--- src/rtl/serial_adder.sv ---
// serial_adder: bit-serial LSB-first adder using one full-adder slice and a carry flop.
// Optional signed overflow output enabled by defining SERIAL_ADDER_OVERFLOW_EN.
module serial_adder #(
  parameter int WIDTH = 8
) (
  input  logic             clk,
  input  logic             rst_n,
  input  logic             start,
  input  logic [WIDTH-1:0] a,
  input  logic [WIDTH-1:0] b,
  input  logic             carryin,
  output logic             busy,
  output logic             done,
  output logic [WIDTH-1:0] sum,
  output logic             carryout,
  output logic             overflow
);
  localparam int CW = $clog2(WIDTH);
  typedef enum logic [1:0] {IDLE, SHIFT, DONE} state_t;
  state_t state;
  logic [WIDTH-1:0] ra, rb;
  logic c;
  logic [CW-1:0] cnt;
  logic fs, fc, last;
  assign fs = ra[0] ^ rb[0] ^ c;
  assign fc = (ra[0] & rb[0]) | (c & (ra[0] ^ rb[0]));
  assign last = cnt == CW'(WIDTH - 1);
  always_ff @(posedge clk or negedge rst_n)
    if (!rst_n) begin
      state    <= IDLE;
      busy     <= 1'b0;
      done     <= 1'b0;
      sum      <= '0;
      carryout <= 1'b0;
      ra       <= '0;
      rb       <= '0;
      c        <= 1'b0;
      cnt      <= '0;
    end else begin
      case (state)
        IDLE: if (start) begin
          ra    <= a;
          rb    <= b;
          c     <= carryin;
          cnt   <= '0;
          busy  <= 1'b1;
          state <= SHIFT;
        end
        SHIFT: begin
          sum <= {fs, sum[WIDTH-1:1]};
          ra  <= ra >> 1;
          rb  <= rb >> 1;
          c   <= fc;
          if (last) begin
            carryout <= fc;
            done     <= 1'b1;
            state    <= DONE;
          end else
            cnt <= cnt + 1'b1;
        end
        DONE: begin
          done  <= 1'b0;
          busy  <= 1'b0;
          state <= IDLE;
        end
        default: state <= IDLE;
      endcase
    end
`ifdef SERIAL_ADDER_OVERFLOW_EN
  // carry into the MSB differs from carry out of it exactly on signed overflow
  logic ovf;
  always_ff @(posedge clk or negedge rst_n)
    if (!rst_n) ovf <= 1'b0;
    else if (state == SHIFT && last) ovf <= c ^ fc;
  assign overflow = ovf;
`else
  assign overflow = 1'b0;
`endif
endmodule
--- config.mk ---
export PLATFORM = sky130hd
export DESIGN_NAME = serial_adder
export DESIGN_NICKNAME = d
export VERILOG_FILES = /design/src/rtl/serial_adder.sv
export SDC_FILE = /design/constraint.sdc
export NUM_CORES = 1
export LEC_CHECK = 0
export CAP_MARGIN = 20
export CORE_ASPECT_RATIO = 0.8
export CORE_UTILIZATION = 40
export DETAILED_ROUTE_END_ITERATION = 6
export GPL_TIMING_DRIVEN = 0
export MAX_ROUTING_LAYER = met4
export PLACE_DENSITY = 0.78
export SLEW_MARGIN = 20
export SYNTH_ARGS = -nofsm -noshare
export SYNTH_HDL_FRONTEND = slang
export SYNTH_SLANG_ARGS = --single-unit
--- constraint.sdc ---
create_clock -name clk -period 1.5 [get_ports clk]
set_input_delay 0.375 -clock clk [delete_from_list [all_inputs] [get_ports clk]]
set_output_delay 0.375 -clock clk [all_outputs]
set_load 0.01 [all_outputs]
# ---- Word level (Yosys, flattened, before mapping)
# Index checks and enable logic that the tools add are counted.
dict set report word_totals {
  latchBits 0
  out_inout_bits 12
  memories 0
  inputBits 20
  wordCells 47
  mem_bits_ro 0
  ram_bits 0
  reg_bits 33
}
dict set report classes {
  mux 16
  div_mod_pow 0
  multipliers 0
  shifts 0
  n_eq_ne 6
  n_lt_le_gt_ge 0
  reduce_logical 10
  n_bitwise 5
  addsub 1
}
# op n
set op_table {}
lappend op_table {{$pmux W8 S2} 2}
lappend op_table {{$mux W8} 2}
lappend op_table {{$reduce_and A2 Y1} 5}
lappend op_table {{$mux W3} 2}
lappend op_table {{$ne A2 B2 Y1 const B} 3}
lappend op_table {{$pmux W1 S2} 3}
lappend op_table {{$pmux W3 S2} 1}
lappend op_table {{$reduce_bool A2 Y1} 3}
lappend op_table {{$mux W2} 2}
lappend op_table {{$pmux W2 S2} 1}
lappend op_table {{$add A3 B1 Y3 const B} 1}
lappend op_table {{$eq A3 B3 Y1 const B} 1}
lappend op_table {{$mux W1} 3}
lappend op_table {{$reduce_and A3 Y1} 1}
lappend op_table {{$and A1 B1 Y1} 2}
lappend op_table {{$eq A2 B1 Y1 const B} 1}
lappend op_table {{$eq A2 B2 Y1 const B} 1}
lappend op_table {{$logic_not A2 Y1} 1}
lappend op_table {{$xor A1 B1 Y1} 2}
lappend op_table {{$or A1 B1 Y1} 1}

# ---- Longest topological paths before layout
# Gate-level depths: netlist of run 1.
dict set report depth {
  depth_word 4
  mapped_depth 6
  ltp_nobuf 5
}

# ---- Least setup slack after synthesis of run 1
# No wires, ideal clock.
dict set report synth_timing {
  path_type {register -> register}
  from {reg cnt[0]}
  to {reg carryout}
  n_path_buf 1
  t_required_ns 1.375
  setup_time_ns 0.125
  path_stages_with_launch 6
  arrival_ns 1.333
  period_less_slack_ns 1.458
  slack_ns 0.042
  cell_sequence {dfrtp_1 > ha_1 > ha_1 > clkbuf_1 > and2_4 > mux2_4}
}
dict set report synth_via {
  elab_chain_cells 2
}
# element line
set synth_lines {}
lappend synth_lines {{start, declared} 23} ;# logic [CW-1:0] cnt;
lappend synth_lines {{start signal, assigned} 59} ;# cnt <= cnt + 1'b1;
lappend synth_lines {{$eq A3 B3 Y1} 27} ;# assign last = cnt == CW'(WIDTH - 1);
lappend synth_lines {{$reduce_and A2 Y1 (no line)} -}
lappend synth_lines {{end signal, assigned} 34} ;# carryout <= 1'b0;
lappend synth_lines {{end signal, assigned} 55} ;# carryout <= fc;
lappend synth_lines {{end, declared} 15} ;# output logic carryout,
# No other way between the ends.
# A chain may end at the register's enable or synchronous reset.

# ---- Worst setup path after layout of run 1
# Same ends and word-level chain as after synthesis.

==> metrics, run 1 <==
die height 56.3 um; syn nets 172; clock sink count 33; max_cap viols 0; hold-fix buffers at CTS 0; Post-synth EDFFs 0; Setup CP Type reg -> reg; RSZ-0062 raised after global routing false; maximum buffer depth of the clock tree 2; Remaining DRCs 0; most common cell in the netlist dfrtp_1; run status finished, final reports clean; wire length per cell 15.4 um; all-layer global routing usage 19.7%; core area 3470 sq um; Fin. Hold Viols 0; PwrDens 2000 nW/um^2; Final min period 1.40 ns; Final WS setup 0.102 ns; Cell Area, Placed 1810 sq um; Yosys warning total 0; number of fill cells in the layout 323; Max VDD drop 918 uV; combinational share of power 39.2%; Via Count 1290; grt ovf 0; Synth area leaders dfrtp_1 (56%), o22ai_1 (13%), nand2_1 (6.6%); Hold Crit Class in -> async; Die ar. 3930 sq um; Post-Syn Instances 149; commonest cells in the netlist dfrtp_1 (33), o22ai_1 (30), nand2_1 (26); TritonCTS clock tree done; initial antenna violation count 0; Yosys top cell by area dfrtp_1; Final HPWL DP 2.49 mm; Initial Utilization 42.4%; max_slew headroom 51.9%; share of cells above drive strength 1 10.9%; vias in the first global route 1276; Num CTS Buffers 5; Nets 207; Reg clk slew, reported paths 0.07 ns; CP endpoint kind flip-flop; worst r2r dst carryout; crit path max fanout 8; CTS H-tree depth 2; Worst Tran Pin Value 0.722 ns; cell internal pwr 2.34 mW; predominant post-synthesis flop cell dfrtp_1; number of distinct library cells after synthesis 23; Core Util, Final 54.2%; largest net degree at the start of global routing 34; net switching power 1.42 mW; Leak Pwr 0.835 nW; CTS root buffer clkbuf_8; Reg2Reg Depth 4; Via density 5.71; ANT nets after route 0; Worst EP arrival 1.57 ns; post-route clock period utilization 93.2%; Initial DRC Count 42; max-slew violations 0; PortBufs 29; fin area 1880 sq um; clock share of power 17.5%; critical path required time 1.67 ns; I/O Pins 32; GPL Wtd Cong 0.870; Synth-to-Final Area Change 27.8%; clock skew 0.00787 ns; Synth Cell Area 1470 sq um; Avg Cell Area, Syn 9.88 sq um; Die Wd 69.8 um; worst r2r src cnt[0]; Seq/Total Area, Yosys 56.1%; pre-CTS setup slack -0.136 ns; WL final 3.48 mm; FFs w/ async S/R, synth 100%; Seq pwr share 43.2%; worst skew pair latency 0.28 ns; #FFs+latches synth 33; first-pass GRT wire length 5.75 mm; Setup crit start kind flip-flop; R2R Setup Slk 0.10 ns; Rows 19; switching share of power 37.7%; first-pass iteration count of the detailed router 6; antenna cells 0; top cell type's share of synthesized area 56.1%; Finish-stage setup viols 0; FMAX 0.715 GHz
registers in the layout (all words and copies together), names as in the netlist:
register  flops
cnt           3
carryout      1
ra            8
done          1
state         2
c             1
sum           8
rb            8
busy          1
timing repair:
item,in CTS,in global routing
endpoints found under the setup margin,14,0
buffers inserted,0,0
resized for setup,12,0
worst max-delay path by stage:
stage	start	end	slack, ns	cells after the start
2_1_floorplan	cnt[0]	carryout	0.04	5
3_5_place_dp	cnt[0]	carryout	-0.14	5
4_1_cts	cnt[0]	carryout	0.09	4
3_3_place_gp	rst_n	ra[1]	-0.52	1
6_report	cnt[0]	carryout	0.10	4
5_1_grt	cnt[0]	carryout	0.02	4
layout make-up:
cell class              count  area, sq um  area share [%]
inverters                   2         7.51           0.399
plain buffers              11         63.8            3.39
well taps                  42         52.6            2.79
flip-flops and latches     33          826            43.9
multi-input cells         102          574            30.5
repair buffers             29          272            14.4
clock buffers               7         86.3            4.59
layer usage:
layer / part of all wire, % / global-route usage [%] / vias up
met4: 0.83 / 7.43 / 0
met2: 48 / 30.8 / 51
li1: - / - / 609
met3: 6.4 / 5.39 / 4
met1: 45 / 24.8 / 626
met5: 0 / - / -
power by group through the flow:
stage / logic [mW] / clock network, mW / registers [mW]
after floorplan: 0.943 / 0 / 1.62
after global placement: 1.46 / 0 / 1.60
after detailed placement: 1.57 / 0 / 1.64
after CTS: 1.49 / 0.666 / 1.62
after global routing: 1.67 / 0.705 / 1.68
final: 1.47 / 0.659 / 1.62
worst max-delay path, cell delays in order (launching register included):
cell	delay (ns)
dfrtp_1	0.40
ha_1	0.21
ha_2	0.23
and2_4	0.16
mux2_4	0.28
cells in the final DEF, fill, tap and decap left out:
| cell type | count |
|---|---|
| a211oi_1 | 1 |
| conb_1 | 1 |
| a21oi_1 | 19 |
| nor2_1 | 2 |
| ha_1 | 1 |
| inv_2 | 1 |
| o22ai_1 | 30 |
| and2_4 | 1 |
| nand2_1 | 26 |
| clkbuf_8 | 6 |
| ha_2 | 1 |
| inv_1 | 1 |
| nor3_1 | 1 |
| buf_4 | 2 |
| mux2_4 | 1 |
| nor2b_1 | 2 |
| fa_1 | 1 |
| a22oi_1 | 2 |
| clkdlybuf4s50_1 | 17 |
| clkbuf_1 | 3 |
| nand2b_1 | 2 |
| dlygate4sd2_1 | 11 |
| o2bb2ai_1 | 1 |
| dfrtp_1 | 33 |
| o21ai_0 | 10 |
| buf_2 | 7 |
| buf_6 | 1 |
kinds of logic after synthesis:
kind of cell	Yosys count	share of synthesized area, %
compound gates	63	24.7
simple gates	34	9.77
flops	33	56.1
buf+inv	14	5.10
fa+ha+maj	3	3.06
mux	1	1.02
other cells	1	0.255
metrics by stage:
stage               hold slack (ns)  setup TNS, ns  cells  power [mW]
floorplan                    0.0794              0    149        2.56
global placement              0.461         -17.31    220        3.06
detailed placement            0.467         -0.186    220        3.20
CTS                           0.165              0    226        3.77
global route                  0.194              0    226        4.06
finish                        0.147              0    226        3.76
Note: power is estimated with default switching activity, not from simulation.
==> run 2, diff against run 1 <==
--- a/config.mk
+++ b/config.mk
@@ -5,6 +5,7 @@
 export SDC_FILE = /design/constraint.sdc
 export NUM_CORES = 1
 export LEC_CHECK = 0
+export ABC_AREA = 0
 export CAP_MARGIN = 20
 export CORE_ASPECT_RATIO = 0.8
 export CORE_UTILIZATION = 40
==> results of run 2 <==
Same layout as run 1: the final DEF is identical, and so are final timing and power.
